**config.mk**
```make
export PLATFORM = sky130hd
export DESIGN_NAME = presc_controller
export DESIGN_NICKNAME = d
export VERILOG_FILES = /design/src/rtl/presc_controller.sv
export SDC_FILE = /design/constraint.sdc
export NUM_CORES = 1
export LEC_CHECK = 0
export CAP_MARGIN = 20
export CORE_ASPECT_RATIO = 1.2
export CORE_MARGIN = 2
export CORE_UTILIZATION = 50
export DETAILED_ROUTE_END_ITERATION = 7
export GPL_TIMING_DRIVEN = 0
export HOLD_SLACK_MARGIN = 0.08
export PLACE_DENSITY_LB_ADDON = 0.2
export SLEW_MARGIN = 20
export SYNTH_ARGS = -nofsm -noshare
export SYNTH_HDL_FRONTEND = slang
export SYNTH_SLANG_ARGS = --single-unit
```
**constraint.sdc**
```tcl
create_clock -name i_clock -period 4.4 [get_ports i_clock]
set_clock_uncertainty 0.15 [all_clocks]
set_input_delay 0.88 -clock i_clock [delete_from_list [all_inputs] [get_ports i_clock]]
set_output_delay 0.88 -clock i_clock [all_outputs]
set_load 0.005 [all_outputs]
```
**src/rtl/presc_controller.sv**
```systemverilog
// Programmable prescaler: square-wave enable plus period tick from a runtime divisor,
// with stop / free-run / counted-burst sequencing and boundary-aligned reconfiguration.
module presc_controller #(
  parameter int unsigned DIV_W       = 20,
  parameter int unsigned CNT_W       = 8,
  parameter int unsigned DEFAULT_DIV = 833334
) (
  input  logic             i_clock,
  input  logic             i_reset,
  input  logic             i_cfg_valid,
  output logic             o_cfg_ready,
  input  logic [DIV_W-1:0] i_cfg_div,
  input  logic [1:0]       i_cfg_mode,
  input  logic [CNT_W-1:0] i_cfg_count,
  output logic             o_presc,
  output logic             o_tick,
  output logic             o_busy,
  output logic             o_done
);

  typedef enum logic [1:0] {
    ST_IDLE,
    ST_RUN,
    ST_BURST
  } state_e;

  localparam logic [1:0] MODE_RUN   = 2'b01;
  localparam logic [1:0] MODE_BURST = 2'b10;

  state_e           state_q, state_d;
  logic [DIV_W-1:0] cnt_q, cnt_d;
  logic [DIV_W-1:0] div_q, div_d;
  logic [CNT_W-1:0] rem_q, rem_d;
  logic             pend_q, pend_d;
  logic [DIV_W-1:0] pend_div_q, pend_div_d;
  logic [1:0]       pend_mode_q, pend_mode_d;
  logic [CNT_W-1:0] pend_cnt_q, pend_cnt_d;
  logic             presc_q, presc_d;
  logic             tick_q, tick_d;
  logic             busy_q, busy_d;
  logic             done_q, done_d;
  logic             ready_q, ready_d;

  logic             xfer;
  logic             wrap;
  logic             apply_en;
  logic [DIV_W-1:0] app_div;
  logic [1:0]       app_mode;
  logic [CNT_W-1:0] app_cnt;

  assign xfer = i_cfg_valid && ready_q;
  assign wrap = (state_q != ST_IDLE) && (cnt_q == div_q);

  // NOTE: every variable written here gets a default first, so no path can infer a latch.
  always_comb begin
    state_d     = state_q;
    cnt_d       = cnt_q;
    div_d       = div_q;
    rem_d       = rem_q;
    pend_d      = pend_q;
    pend_div_d  = pend_div_q;
    pend_mode_d = pend_mode_q;
    pend_cnt_d  = pend_cnt_q;
    done_d      = 1'b0;
    apply_en    = 1'b0;
    app_div     = i_cfg_div;
    app_mode    = i_cfg_mode;
    app_cnt     = i_cfg_count;

    if (state_q == ST_IDLE) begin
      cnt_d    = '0;
      apply_en = xfer;
    end else if (wrap) begin
      cnt_d = '0;
      // A config arriving exactly on the wrap edge is applied at once rather than
      // parked, so pending is never left set once the state drops to IDLE.
      if (pend_q) begin
        apply_en = 1'b1;
        app_div  = pend_div_q;
        app_mode = pend_mode_q;
        app_cnt  = pend_cnt_q;
        pend_d   = 1'b0;
      end else if (xfer) begin
        apply_en = 1'b1;
      end else if (state_q == ST_BURST) begin
        rem_d = rem_q - 1'b1;
        if (rem_q == CNT_W'(1)) begin
          state_d = ST_IDLE;
          done_d  = 1'b1;
        end
      end
    end else begin
      cnt_d = cnt_q + 1'b1;
      if (xfer) begin
        pend_d      = 1'b1;
        pend_div_d  = i_cfg_div;
        pend_mode_d = i_cfg_mode;
        pend_cnt_d  = i_cfg_count;
      end
    end

    if (apply_en) begin
      div_d = (app_div == '0) ? DIV_W'(1) : app_div;
      case (app_mode)
        MODE_RUN: state_d = ST_RUN;
        MODE_BURST: begin
          if (app_cnt != '0) begin
            state_d = ST_BURST;
            rem_d   = app_cnt;
          end else begin
            state_d = ST_IDLE;
            done_d  = 1'b1;
          end
        end
        default: state_d = ST_IDLE;
      endcase
    end
  end

  // Outputs are registered from next-state values so they line up with cnt_q/state_q.
  assign busy_d  = (state_d != ST_IDLE);
  assign presc_d = busy_d && (cnt_d > (div_d >> 1));
  assign tick_d  = busy_d && (cnt_d == div_d);
  assign ready_d = !pend_d;

  // NOTE: sequential state uses non-blocking assignments so all registers update together.
  always_ff @(posedge i_clock or posedge i_reset) begin
    if (i_reset) begin
      state_q     <= ST_IDLE;
      cnt_q       <= '0;
      div_q       <= DIV_W'(DEFAULT_DIV);
      rem_q       <= '0;
      pend_q      <= 1'b0;
      pend_div_q  <= '0;
      pend_mode_q <= '0;
      pend_cnt_q  <= '0;
      presc_q     <= 1'b0;
      tick_q      <= 1'b0;
      busy_q      <= 1'b0;
      done_q      <= 1'b0;
      ready_q     <= 1'b1;
    end else begin
      state_q     <= state_d;
      cnt_q       <= cnt_d;
      div_q       <= div_d;
      rem_q       <= rem_d;
      pend_q      <= pend_d;
      pend_div_q  <= pend_div_d;
      pend_mode_q <= pend_mode_d;
      pend_cnt_q  <= pend_cnt_d;
      presc_q     <= presc_d;
      tick_q      <= tick_d;
      busy_q      <= busy_d;
      done_q      <= done_d;
      ready_q     <= ready_d;
    end
  end

  assign o_presc     = presc_q;
  assign o_tick      = tick_q;
  assign o_busy      = busy_q;
  assign o_done      = done_q;
  assign o_cfg_ready = ready_q;

endmodule
```
# Word level (Yosys, flattened, before mapping)
# Index checks and enable logic that the tools add are counted.
# totals
register_bits,86
latchBits,0
mem_bits_rw,0
romBits,0
input_bits,33
out_inout_bits,5
elab_cells,81
memories,0
# classes
add_sub_neg,2
multipliers,0
div,0
magnitude_cmp,1
eq_ne,6
shifts,0
muxes,46
bitwise_logic,2
reduce_logical,11
# op_table
cell,count
$mux W20,7
$mux W8,11
$eq A20 B20 Y1,2
$mux W2,11
$add A20 B1 Y20 const B,1
$gt A20 B19 Y1,1
$logic_not A20 Y1,1
$mux W1,16
$eq A8 B1 Y1 const B,1
$reduce_bool A8 Y1,1
$sub A8 B1 Y8 const B,1
$eq A2 B2 Y1 const B,2
$logic_and A1 B1 Y1,4
$pmux W2 S2,1
$reduce_bool A2 Y1,2
$reduce_and A3 Y1,1
$eq A2 B1 Y1 const B,1
$logic_not A2 Y1,1
$not A1 Y1,2
$logic_not A1 Y1,1

# Longest topological paths before layout
# Gate-level depths: netlist of the first run.
# depth
depth_word,10
depth_mapped,20
mapped_depth_nobuf,17

# Worst setup path before layout of the first run
# No wires, ideal clock.
# synth_timing
kind,flip-flop to flip-flop
from,register cnt_q[0]
to,register presc_q (netlist: o_presc)
setup_time_ns,0.119
arrival_ns,3.651
t_required_ns,4.131
setup_slack_ns,0.480
stages_incl_launch_ff,17
n_path_buf,2
period_less_slack_ns,3.920
path_cell_list,dfrtp_1 or2_1 a2111oi_2 nand3_1 o21ai_1 clkbuf_1 nand2_1 clkbuf_1 o21a_1 ha_1 nand3_1 nor2_1 nand2_1 or4_1 a31oi_1 a41oi_1 o21a_1
# synth_between
elab_chain_cells,10
elab_cells_between_ends,27
cone_classes,add/sub: 1; order compare: 1; eq/ne: 3; mux: 17; reduce/logical: 5
# synth_lines
item,line_no,source
from (decl),31,"logic [DIV_W-1:0] cnt_q, cnt_d;"
from (signal assigned),144,cnt_q <= cnt_d;
"parallel branches: the longest is 9 deep, another holds $gt A20 B19 Y1",--,
$logic_and A1 B1 Y1 *,122,assign presc_d = busy_d && (cnt_d > (div_d >> 1));
named net presc_d,38,"logic presc_q, presc_d;"
to (signal assigned),151,presc_q <= presc_d;
to (decl),38,
# Mark *: on every way through the listed nets, which the timed path passes.
# A chain may end at the register's enable or synchronous reset.

# Worst setup path in the final report of the first run
# layout_timing
from,input i_cfg_valid
to,register presc_q (netlist: o_presc)
# layout_between
elab_chain_cells,8
elab_cells_between_ends,14
cone_classes,order compare: 1; mux: 10; reduce/logical: 3
# layout_lines
item,line_no,source
from (decl),10,"input logic i_cfg_valid,"
$logic_and A1 B1 Y1 *,51,assign xfer = i_cfg_valid && ready_q;
$mux W1,83,end else if (xfer) begin
$mux W1,77,if (pend_q) begin
$mux W1,73,end else if (wrap) begin
$mux W1 *,70,if (state_q == ST_IDLE) begin
$mux W20 *,102,if (apply_en) begin
named net div_d[12],32,"logic [DIV_W-1:0] div_q, div_d;"
$gt A20 B19 Y1 *,122,
$logic_and A1 B1 Y1 *,122,
named net presc_d,38,
# Mark *: on every way through the listed nets, which the timed path passes. The rest lies on a longest branch.

==> summary by stage, run 1 <==
Timing
For this run, the top clock speed supported by timing is 0.242 GHz. Setup repair after global routing left no endpoint under its margin. The final critical-path required period is 4.13 ns. The headroom to the max-slew limit is 0.187. The final hold violation count is 0. Dividing the final minimum period by the clock period gives 0.938. Setup violations remaining at the end of the flow were counted as 0. The transition at the pin with the smallest max-transition slack is 1.21 ns. The max-slew violation count was 0. Across all hold checks on the routed design, the worst slack comes to 0.360 ns.

Die
The cell row count is 40. The total die area is 0.0111 mm^2. The initial utilization of the core area, before any placement, comes to 0.513. The floorplan step set the die width to 96.5 um. The total core area is 0.0100 mm^2.

The floorplan die height is 115 um. Pin placement for this block handled 38 I/O pins.

Worst setup path
The library cell contributing the largest single delay on the critical path is clkdlybuf4s50_1. The worst stage delay on the critical path is 0.50 ns. The critical path capture point type is a flip-flop. In this run the worst path has a maximum fanout of 10. The number of buffers and inverters on the critical path is 3.

On the critical path the largest part of the delay comes from simple AND/OR/NAND/NOR gates. The category of the worst setup path launch point is a primary input. The signal arrival time at the worst endpoint is 4.21 ns. Data on the critical path is required at its endpoint by 4.48 ns. Traced cell by cell, the critical path runs through clkdlybuf4s50_1 > nand2_2 > nand2_4 > nand3_1 > o22ai_4 > buf_4 > nor2_1 > a21oi_2 > inv_1 > ha_1 > nand3_1 > nor2_1 > nand2_1 > or4_1 > a31oi_1 > a41oi_1 > o21a_1. The worst setup path is of the in2reg kind.

Global routing
The total overflow left after global routing is 0. For this run, the total global-route usage over all layers was measured as 0.276. The first global-routing pass estimated 22.5 mm of wire. The number of antenna violations at the first check in global routing is 0. The via count of the first global-routing pass is 4257. Entering global routing, the biggest net connects 52 pins.

Synthesis
The synthesized instance count is 517. The post-synthesis cell type with the largest combined area is dfrtp_1. Of the total synthesized cell area, the portion taken by full adders, half adders and majority gates is 0.0585. In the synthesized netlist the dominant register cell turns out to be dfrtp_1. Sorting the synthesized cells by area gives the leading types as dfrtp_1 (36%), mux2_2 (7.0%), dfstp_2 (6.6%). The fraction of synthesized cell area taken by the top area cell type is 0.356. The number of nets handed over by synthesis was 574. Counting flops and latches in the post-synthesis netlist gives 86. The number of enable flip-flop cells after synthesis is 0.

Counting distinct cell types in the post-synthesis netlist gives 59. The number of warnings issued by yosys is 0. The combinational family with the most area after synthesis is simple AND/OR/NAND/NOR gates. The synthesized-area fraction occupied by ao, oa, aoi and oai cells is 0.124. For this run, the register share of the synthesized area comes to 0.422. After synthesis, the share of cell area in mux cells is 0.127.

The average size of a mapped cell is 9.94 um^2. Of the total synthesized cell area, the portion taken by AND, OR, NAND and NOR gates is 0.154. Counting instances in the post-synthesis netlist gives the leading cell types as dfrtp_1 (73), nand2_1 (41), nor2_1 (41). The mapped cell area is 0.00514 mm^2. After synthesis, the share of flip-flops with an asynchronous set or reset is 1.00. The synthesized-area fraction occupied by xor and xnor cells is 0.0750. dfrtp_1 is the most common cell in the netlist.

Layout
The filler cells instantiated in the layout total 881. Of the cells placed in the final design, the portion with a size suffix greater than 1 is 0.174. 0 antenna diodes ended up in the layout.

The count of nets after finishing is 626. Once layout is done, the placed cells without fillers occupy 0.00621 mm^2. Relative to the synthesized area, the layout overhead comes to 20.8%.

Clocking
At the later pin of the worst-skew pair, clock insertion delay measures 0.35 ns. The root buffer selected by CTS is clkbuf_16. Clock-pin slew was measured on the worst setup and hold paths at 0.07 ns. The total number of H-tree levels is 3. For this design, the sink count on the clock tree is 86. The clock tree buffer depth is 2. The TritonCTS clock tree is yes.

The number of buffers created by CTS is 9.

Routing
The routed layout has 4224 vias. The total wire length is 14.5 mm. The first routing iteration left 245 violations.

In the routed layout, each cell is associated on average with a via count of 6.03. The highest routed metal layer is met4. The detail route stage leaves a number of antenna-violating nets equal to 0. The detailed-router iteration count before antenna repair is 5.

The number of remaining DRC errors is 0. The sum of met3 wire segment lengths after detailed routing is 583 um. In the final routed layout, each cell accounts on average for 20.7 um. After detailed routing, the wire length on met1 is 6.03 mm. Summed over all nets, wire length on met2 after detailed routing comes to 7.23 mm.

Power
The cell area power density is 590 mW/mm^2. Cell internal power was estimated by the tool at 2.29 mW. The static leakage is 2.87 nW. The share of total power dissipated in the clock network is 0.243. The share of total power dissipated in combinational logic is 0.362. Of the total power, registers draw 0.395. The analysis attributes to net switching a power of 1.37 mW.

Of the total power, the share spent switching nets is 0.373. The post-layout total power is 3.66 mW. VDD sags by at most 0.000291 V.

Placement
The placed instances occupy a cell area of 0.00570 mm^2. The HPWL after detailed placement is 11.1 mm. Routability-driven placement finished with a final weighted congestion of 0.909. The total of buffers placed on input and output ports is 37.

Hold path
The type of the tightest min-delay check is reg2reg.

Run
The max-cap violation count is 0.

Status
The flow ran to the end, and the final reports show no timing, DRC or antenna violations.
flip-flops by register name (all words and copies together) (netlist names), 2 cells and up:
signal / count
cnt_q: 20
div_q: 20
pend_cnt_q: 8
pend_div_q: 20
pend_mode_q: 2
rem_q: 8
state_q: 2
worst reg2reg max path: stages (launching register included):
cell and delay [ns]:
dfrtp_1 0.43, or2_4 0.29, a2111oi_4 0.40, nand3_2 0.18, o21ai_4 0.28, buf_6 0.19
nand2_4 0.10, buf_4 0.19, o21a_1 0.20, ha_1 0.30, nand3_1 0.11, nor2_1 0.10
nand2_1 0.09, or4_1 0.49, a31oi_1 0.17, a41oi_1 0.09, o21a_1 0.24
through the flow:
step | TNS (ns) | std cells | utilization | setup WS, ns
2_1_floorplan | 0 | 517 | - | 0.480
3_3_place_gp | -15.43 | 680 | 0.566 | -0.709
3_5_place_dp | -0.732 | 681 | 0.569 | -0.732
4_1_cts | 0 | 697 | 0.611 | 0.00707
5_1_grt | 0 | 700 | 0.620 | 0.0160
6_report | 0 | 700 | 0.620 | 0.272
final timing paths:
kind | startpoint | cells after the start | to | slack [ns]
min | pend_mode_q[0] | 1 | pend_mode_q[0] | 0.36
max in group asynchronous | i_reset | 3 | div_q[15] | 2.66
max reg2reg | div_q[0] | 16 | o_presc | 0.28
max | i_cfg_valid | 17 | o_presc | 0.27
min in group asynchronous | i_reset | 2 | rem_q[2] | 0.77
min reg2reg | pend_mode_q[0] | 1 | pend_mode_q[0] | 0.36
repair_timing:
item                                    CTS  global route
pin swaps                                 0             8
hold buffers                              0             0
setup buffers                             0             4
endpoints found under the setup margin    2             2
gates resized for setup                  13            31
power by group through the flow:
stage	combinational [mW]	clock, mW	sequential [mW]
6_report	1.33	0.889	1.45
5_1_grt	1.47	0.929	1.48
4_1_cts	1.27	0.895	1.43
3_5_place_dp	1.20	0	1.45
3_3_place_gp	1.16	0	1.44
2_1_floorplan	0.885	0	1.34
placed cells by master, fill, tap and decap left out, types with 4 or more instances in the layout:
cell / Yosys / final
nand4_1: 6 / 6
nor4_1: 20 / 16
mux2i_1: 29 / 29
clkbuf_1: 8 / 5
a21oi_1: 17 / 16
nor2b_1: 4 / 4
dfstp_2: 13 / 13
buf_4: 1 / 6
nor2_1: 41 / 41
mux2_2: 32 / 32
xnor2_1: 12 / 12
nand2b_1: 5 / 5
dfrtp_1: 73 / 72
o211ai_1: 5 / 5
clkbuf_16: 0 / 9
a211oi_1: 4 / 4
ha_1: 24 / 23
clkdlybuf4s50_1: 0 / 37
xor2_1: 32 / 32
nand2_1: 41 / 38
a21o_1: 5 / 5
nand3_1: 14 / 13
or3_1: 4 / 4
o21ai_0: 19 / 18
o22ai_1: 13 / 13
inv_1: 35 / 34
o21a_1: 8 / 8
cells by family after synthesis:
logic type	after synthesis
xor+xnor	44
fa+ha+maj	24
flops	86
buf+inv	50
simple gates	157
compound gates	95
mux	61
layer usage:
| layer | up-vias | global-route usage |
|---|---|---|
| met2 | 148 | 0.463 |
| li1 | 1975 | - |
| met3 | 45 | 0.0367 |
| met1 | 2056 | 0.348 |
| met5 | - | 0 |
| met4 | 0 | 0.133 |
final cells by class:
class | instances | area [um^2] | share of cell area
clock buffer | 11 | 233 | 0.0375
clock inverter | 5 | 108 | 0.0173
tap | 126 | 158 | 0.0254
buffer | 14 | 88.8 | 0.0143
multi-input combinational | 381 | 2890 | 0.465
timing repair buffer | 42 | 428 | 0.0689
inverter | 35 | 134 | 0.0216
sequential | 86 | 2170 | 0.350
No activity file was read; power rests on OpenSTA's default activity.
==> run 2: changes to the inputs <==
--- a/config.mk
+++ b/config.mk
@@ -5,11 +5,14 @@
 export SDC_FILE = /design/constraint.sdc
 export NUM_CORES = 1
 export LEC_CHECK = 0
+export ABC_AREA = 1
 export CAP_MARGIN = 20
 export CORE_ASPECT_RATIO = 1.2
 export CORE_MARGIN = 2
 export CORE_UTILIZATION = 50
+export CTS_CLUSTER_DIAMETER = 30
 export DETAILED_ROUTE_END_ITERATION = 7
+export DONT_BUFFER_PORTS = 1
 export GPL_TIMING_DRIVEN = 0
 export HOLD_SLACK_MARGIN = 0.08
 export PLACE_DENSITY_LB_ADDON = 0.2
==> summary by stage, run 2 <==
Status
The flow ran to the end, and the final reports show no timing, DRC or antenna violations.

Routing
For this run, design rule violations remaining after detail routing come to 0. The number of antenna-violating nets in the routed design is 0. The detailed-router iteration count before antenna repair is 5. Dividing the detail-routed wire length by the instance count gives 15.6 um.

The detailed router finished its first iteration with 405 violations. The total wire length is 15.6 mm. In the routed layout, each cell is associated on average with a via count of 5.25.

For this block, the via count after detailed routing is 5245.

Placement
Before CTS, the worst setup slack after placement is 0.308 ns. During placement, the flow inserted port buffers numbering 0. At the end of routability-driven placement, the weighted congestion stood at 0.970. In this run, placement finished with an instance count of 981.

The total cell area at the placement stage is 0.00601 mm^2. Summed over all nets, the half-perimeter wirelength after detailed placement is 12.4 mm.

Power
Across the VDD grid, the largest voltage drop is 0.000272 V. The combinational group share of total power is 0.093. The static leakage is 3.36 nW.

The cell area power density is 290 mW/mm^2. The power dissipated by switching net loads is 472 uW. The internal portion of the total power is 1.37 mW. The power share of the clock group is 0.400.

The share of total power dissipated in sequential elements is 0.507. The switching share of power is 0.257.

Synthesis
The number of distinct library cells after synthesis is 45. The most frequent cell after synthesis is nand2_1. In the synthesized netlist the dominant register cell turns out to be dfrtp_1.

The post-synthesis cell type with the largest combined area is dfrtp_1. A synthesized cell averages 7.03 um^2. Ranked by instance count, the synthesized netlist is headed by nand2_1 (252), inv_1 (132), nor2_1 (80).

The synthesis-stage register bit count is 86. The mapped cell area is 0.00579 mm^2. The cell count after synthesis came out at 823.

The number of warnings issued by yosys is 0. By area the synthesized netlist is led by dfrtp_1 (32%), nand2_1 (16%), inv_1 (8.6%). Of all flip-flops after synthesis, the portion carrying an async set or reset was 1.00. The number of enable flip-flop cells after synthesis is 0. The number of nets handed over by synthesis was 880.

The fraction of synthesized cell area taken by the top area cell type is 0.316. The sequential-to-total area share from yosys stat is 0.375.

Timing
The total setup violations reported at the end of the flow is 0. The accumulated negative setup slack is 0 ns. The final hold violation count is 0. Of the available clock period, the critical path in the final layout requires 0.935. Setup repair after global routing left no endpoint under its margin. In this run the tightest slew margin relative to its limit is 0.496.

The transition at the pin with the smallest max-transition slack is 0.749 ns. The max-slew violation count is 0. The final critical-path required period is 4.11 ns.

The highest clock rate is 0.243 GHz. Across all setup checks in the final design, the least slack found is 0.286 ns.

Clocking
CTS saw 86 sinks. The clock reaches the later pin of the worst-skew pair after 0.34 ns. The root buffer selected by CTS is clkbuf_16. The clock tree buffer depth is 2. The clock-pin transition on the worst setup and hold timing paths is 0.07 ns. The total number of H-tree levels is 3. For this design, the CTS-stage hold fixing added 0 buffers.

The number of buffers created by CTS is 9. The TritonCTS clock tree is yes.

Worst setup path
The slack of the worst reg-to-reg path is 0.29 ns. In this run the number of cells on the critical path is 27. The critical setup path kind is reg2reg. For this run, the slowest stage of the critical path takes 0.53 ns.

In this run the critical register-to-register path is captured at o_presc. The data required time of the critical path is 4.53 ns. The start point of the critical path is div_q[8]. The category of the worst setup path launch point is a flip-flop.

The cell family contributing the most delay on the critical path is simple AND/OR/NAND/NOR gates. The most frequent cell on the critical path is nand2_1. Among all stages on the critical path, the largest delay is contributed by dfstp_2. The source of the worst register-to-register timing path is div_q[8].

Of all nets on the critical path, the largest fanout is 10. STA classifies the critical path endpoint as a flip-flop. The critical path contains buffers and inverters numbering 5 combined. In this run the worst setup path terminates at o_presc. The signal arrival time at the worst endpoint is 4.25 ns.

The number of cells on the worst reg-to-reg path is 27.

Run
Across the run, the number of max-cap violations was 0.

Die
The initial core utilization is 0.507. The chip width is 102 um. The floorplan step set the die height to 122 um. The total core area is 0.0114 mm^2.

The I/O pin total is 38. The total die area is 0.0125 mm^2. The initialized floorplan defines 43 standard-cell rows.

Global routing
The via count of the first global-routing pass is 5270. The first global-routing pass estimated 25.6 mm of wire. The number of antenna violations at the first check in global routing is 0. For this run, the total global-route usage over all layers was measured as 0.270.

Entering global routing, the biggest net connects 52 pins. The total overflow left after global routing is 0.

Layout
With fillers left out, the area of the finished cells amounts to 0.00634 mm^2. The final instance count without filler cells is 999. The largest registers in the layout are cnt_q x20, div_q x20, pend_div_q x20.

The number of antenna diodes in the final layout is 0. The area added between synthesis and finish is 9.64%. In the layout the commonest cells are nand2_1 (252), inv_1 (131), nor2_1 (78). The count of nets after finishing is 894. The most common cell after layout, fill and taps aside is nand2_1. In the final layout, the share of cells above drive strength 1 is 0.106.

Hold path
The type of the tightest min-delay check is in2async.
-- run 2: layout make-up --
| class | count | area [um^2] |
|---|---|---|
| Inverter | 143 | 542 |
| Clock inverter | 5 | 32.5 |
| Clock buffer | 11 | 253 |
| Sequential cell | 86 | 2170 |
| Fill cell | 1133 | 5060 |
| Multi-Input combinational cell | 572 | 2980 |
| Tap cell | 157 | 196 |
| Timing Repair Buffer | 3 | 42.5 |
| Buffer | 22 | 128 |
-- run 2: how the worst min path moves through the flow --
stage / to / slack, ns
6_report: cnt_q[4] / 0.29
5_1_grt: cnt_q[5] / 0.33
4_1_cts: cnt_q[5] / 0.30
3_5_place_dp: pend_cnt_q[4] / 0.31
3_3_place_gp: pend_div_q[4] / 0.31
2_1_floorplan: pend_cnt_q[1] / 0.29
-- run 2: stage by stage --
stage           util  total power, mW  hold WS (ns)
5_1_grt        0.556             1.91         0.328
3_3_place_gp   0.525             1.10         0.307
4_1_cts        0.552             1.85         0.302
3_5_place_dp   0.527             1.12         0.315
2_1_floorplan      -             1.07         0.294
6_report       0.556             1.84         0.287
-- run 2: cells by family after synthesis --
| kind of cell | after synthesis | share of synthesized area |
|---|---|---|
| xor+xnor | 24 | 0.0363 |
| simple gates | 431 | 0.321 |
| flops | 86 | 0.375 |
| mux | 2 | 0.00389 |
| compound gates | 91 | 0.0990 |
| buf+inv | 165 | 0.114 |
| fa+ha+maj | 24 | 0.0519 |
-- run 2: per-layer routing --
| layer | track usage | up-vias | part of all wire |
|---|---|---|---|
| li1 | - | 2607 | - |
| met1 | 0.342 | 2429 | 0.42 |
| met2 | 0.454 | 157 | 0.49 |
| met3 | 0.0396 | 52 | 0.047 |
| met4 | 0.121 | 0 | 0.042 |
| met5 | 0 | - | 0 |
-- run 2: timing repair --
action                     CTS  global route
resized for setup            0            17
setup endpoints to repair    0             1
buffers inserted             0             2
-- run 2: power by group through the flow --
stage | registers [mW] | logic, mW | clock network (mW)
floorplan | 0.931 | 0.135 | 0
CTS | 0.929 | 0.174 | 0.748
finish | 0.931 | 0.171 | 0.735
global route | 0.941 | 0.203 | 0.770
global placement | 0.937 | 0.163 | 0
detailed placement | 0.943 | 0.173 | 0
==> run 3: changes to the inputs <==
--- a/config.mk
+++ b/config.mk
@@ -10,10 +10,10 @@
 export CORE_ASPECT_RATIO = 1.2
 export CORE_MARGIN = 2
 export CORE_UTILIZATION = 50
-export CTS_CLUSTER_DIAMETER = 30
+export CTS_CLUSTER_DIAMETER = 100
+export CTS_CLUSTER_SIZE = 12
 export DETAILED_ROUTE_END_ITERATION = 7
 export DONT_BUFFER_PORTS = 1
-export GPL_TIMING_DRIVEN = 0
 export HOLD_SLACK_MARGIN = 0.08
 export PLACE_DENSITY_LB_ADDON = 0.2
 export SLEW_MARGIN = 20
==> summary by stage, run 3 (same netlist as run 2, synthesis figures left out) <==
Status
The flow ran to the end, and the final reports show no timing, DRC or antenna violations.

Routing
The detailed-router iteration count before antenna repair is 5. The first routing iteration left 344 violations. In the routed layout, each cell is associated on average with a via count of 5.25. The final route contains 5200 vias. The final layout contains routed wiring with a total length of 15.9 mm. The detail route stage leaves a number of antenna-violating nets equal to 0. The number of remaining DRC errors is 0. In the final routed layout, each cell accounts on average for 16.0 um.

Layout
The library cells used most frequently in the layout, excluding fill and tap cells, are nand2_1 (252), inv_1 (131), nor2_1 (80). Once layout is complete, the cells apart from fillers number 990. After filler insertion, the fill cell instance count of the layout stands at 1143.

The post-layout utilization of the core is 0.553. Leaving out fill and tap cells, the most frequent cell in the layout is nand2_1. The repair_antennas step left the layout with diodes totalling 0. The ratio of cells with drive above 1 in the final layout is 0.0984.

The post-route standard cell area excluding fillers is 0.00631 mm^2. In the final layout, the registers with the most flip-flops are cnt_q x20, div_q x20, pend_div_q x20. The area added between synthesis and finish is 9.02%. The net count of the finished layout is 885.

Worst setup path
The signal arrival time at the worst endpoint is 4.24 ns. The category of the worst setup path launch point is a flip-flop. The end of the worst register-to-register path is o_presc. The slack of the worst reg-to-reg path is 0.30 ns. The data required time of the critical path is 4.54 ns. The worst register-to-register path has a depth of 26.

The critical setup path kind is reg2reg. In this run the critical register-to-register path is launched from div_q[9]. STA classifies the critical path endpoint as a flip-flop. The largest driver fanout on the critical path is 39.

Timing
At the pin with the least slew margin, the transition time is 0.887 ns. The max-slew violation count is 0. Setup repair after global routing left no endpoint under its margin. Of the available clock period, the critical path in the final layout requires 0.932. Counting I/O delays and the setup requirement, the final critical path takes 4.10 ns. The final hold violation count is 0. The accumulated negative setup slack is 0 ns. Static timing analysis puts the maximum clock frequency at 0.244 GHz.

Setup violations remaining at the end of the flow were counted as 0. In this run the tightest slew margin relative to its limit is 0.403.

Global routing
After global routing the overflow that remains totals 0. The global-route track usage on met2 is 0.436. The met1 layer usage reported by global route is 0.361.

The via count of the first global-routing pass is 5134. For this run, global-route usage on met3 was measured as 0.0275. The first global-routing pass estimated 25.5 mm of wire. The busiest layer in global routing is met2. The number of antenna violations at the first check in global routing was 0. The total routing resource utilization after global routing is 0.269. Entering global routing, the biggest net connects 59 pins.

Run
Across the run, the number of max-cap violations was 0.

Clocking
In this run the clock root is driven by a clkbuf_16. The total number of H-tree levels is 3. In this run, post-CTS hold repair placed 0 buffers. The sink count of the clock tree is 86. The clock-pin transition on the worst setup and hold timing paths is 0.07 ns. The number of buffers created by CTS is 9. Counting along the longest clock path gives a buffer depth of 2. The clock latency at the later pin of the worst-skew pair is 0.34 ns. TritonCTS built the clock tree.

Hold path
The beginning of the worst hold path is pend_div_q[6]. The number of cells traversed by the worst hold path is 2. In this run the worst hold path is classified as reg2reg. For hold timing, the worst endpoint is pend_div_q[6].

Placement
The final RePlAce weighted congestion is 0.993. In this run the tool buffered the top-level ports with 0 buffer cells. The placed instances occupy a cell area of 0.00596 mm^2.

The cell total after placement is 969. Summed over all nets, the half-perimeter wirelength after detailed placement is 12.4 mm.

Power
Overall power consumption after layout is estimated at 1.89 mW. The peak supply drop is 0.000221 V. The static leakage is 3.35 nW. The cell area power density is 300 mW/mm^2.

Die
The floorplan has 43 rows. The die covers 0.0125 mm^2. The total core area is 0.0114 mm^2. The I/O pin total is 38. Measured along the x axis, the die boundary spans 102 um.

The initial utilization of the core area, before any placement, comes to 0.507. The floorplan step set the die height to 122 um.
run 3: changes by cell type in the layout (fill, tap and decap cells not counted), sizes merged:
cell,delta
bufinv,+1
nor2,+1
clkinvlp,+1
buf,-3
clkbuf,-9
clkinv,-2
inv,+2
run 3: worst max-delay path by stage:
stage,from,cells after the start,slack [ns],to
2_1_floorplan,i_cfg_valid,22,1.0,o_presc
3_3_place_gp,div_q[9],29,0.34,o_presc
3_5_place_dp,div_q[9],29,0.33,o_presc
4_1_cts,div_q[9],29,0.30,o_presc
5_1_grt,div_q[8],26,0.004,o_presc
6_report,div_q[9],26,0.30,o_presc
run 3: metrics by stage:
step           worst slack [ns]  hold WS, ns
2_1_floorplan             0.998        0.294
3_3_place_gp              0.341        0.309
3_5_place_dp              0.331        0.314
4_1_cts                   0.297        0.331
5_1_grt                 0.00353        0.355
6_report                  0.300        0.327
run 3: worst max-delay path, cell delays in order, from the launching register on:
cell and delay [ns]:
dfstp_2 0.54, inv_1 0.09, nand2_1 0.07, nand2_1 0.05
nor2_1 0.15, nand2_1 0.11, nor2_2 0.16, nand4_1 0.15
buf_4 0.28, nand2_1 0.11, nand2_1 0.09, o21bai_1 0.25
inv_1 0.12, ha_1 0.31, nand4_1 0.13, or3_1 0.34
o21ai_0 0.17, nor2_1 0.07, o221ai_1 0.19, nand3_1 0.10
nand2_1 0.08, nand2_1 0.05, nand2_1 0.05, nand2_1 0.05
nand2_1 0.06, nand2_1 0.05, inv_1 0.04
run 3: repair_timing:
item | 4_1_cts | 5_1_grt
buffers inserted | 0 | 4
gates resized for setup | 0 | 2
setup endpoints to repair | 0 | 1
run 3: area by class of cell:
| cell class | instances | area [um^2] | share of cell area |
|---|---|---|---|
| timing repair buffer | 15 | 125 | 0.0198 |
| clock buffer | 9 | 225 | 0.0357 |
| sequential | 86 | 2170 | 0.344 |
| multi-input combinational | 573 | 2970 | 0.471 |
| inverter | 143 | 541 | 0.0857 |
| tap | 157 | 196 | 0.0311 |
| clock inverter | 7 | 80.1 | 0.0127 |
run 3: layer usage:
metal  wire length, um  up-vias
li1                  -     2595
met1              7050     2382
met2              7420      177
met3               765       46
met4               615        0
met5                 0        -
run 3: power breakdown:
part,switching [mW],total [mW],internal (mW)
sequential,0.0440,0.928,0.884
clock,0.345,0.795,0.449
combinational,0.103,0.170,0.0671
total,0.493,1.89,1.40
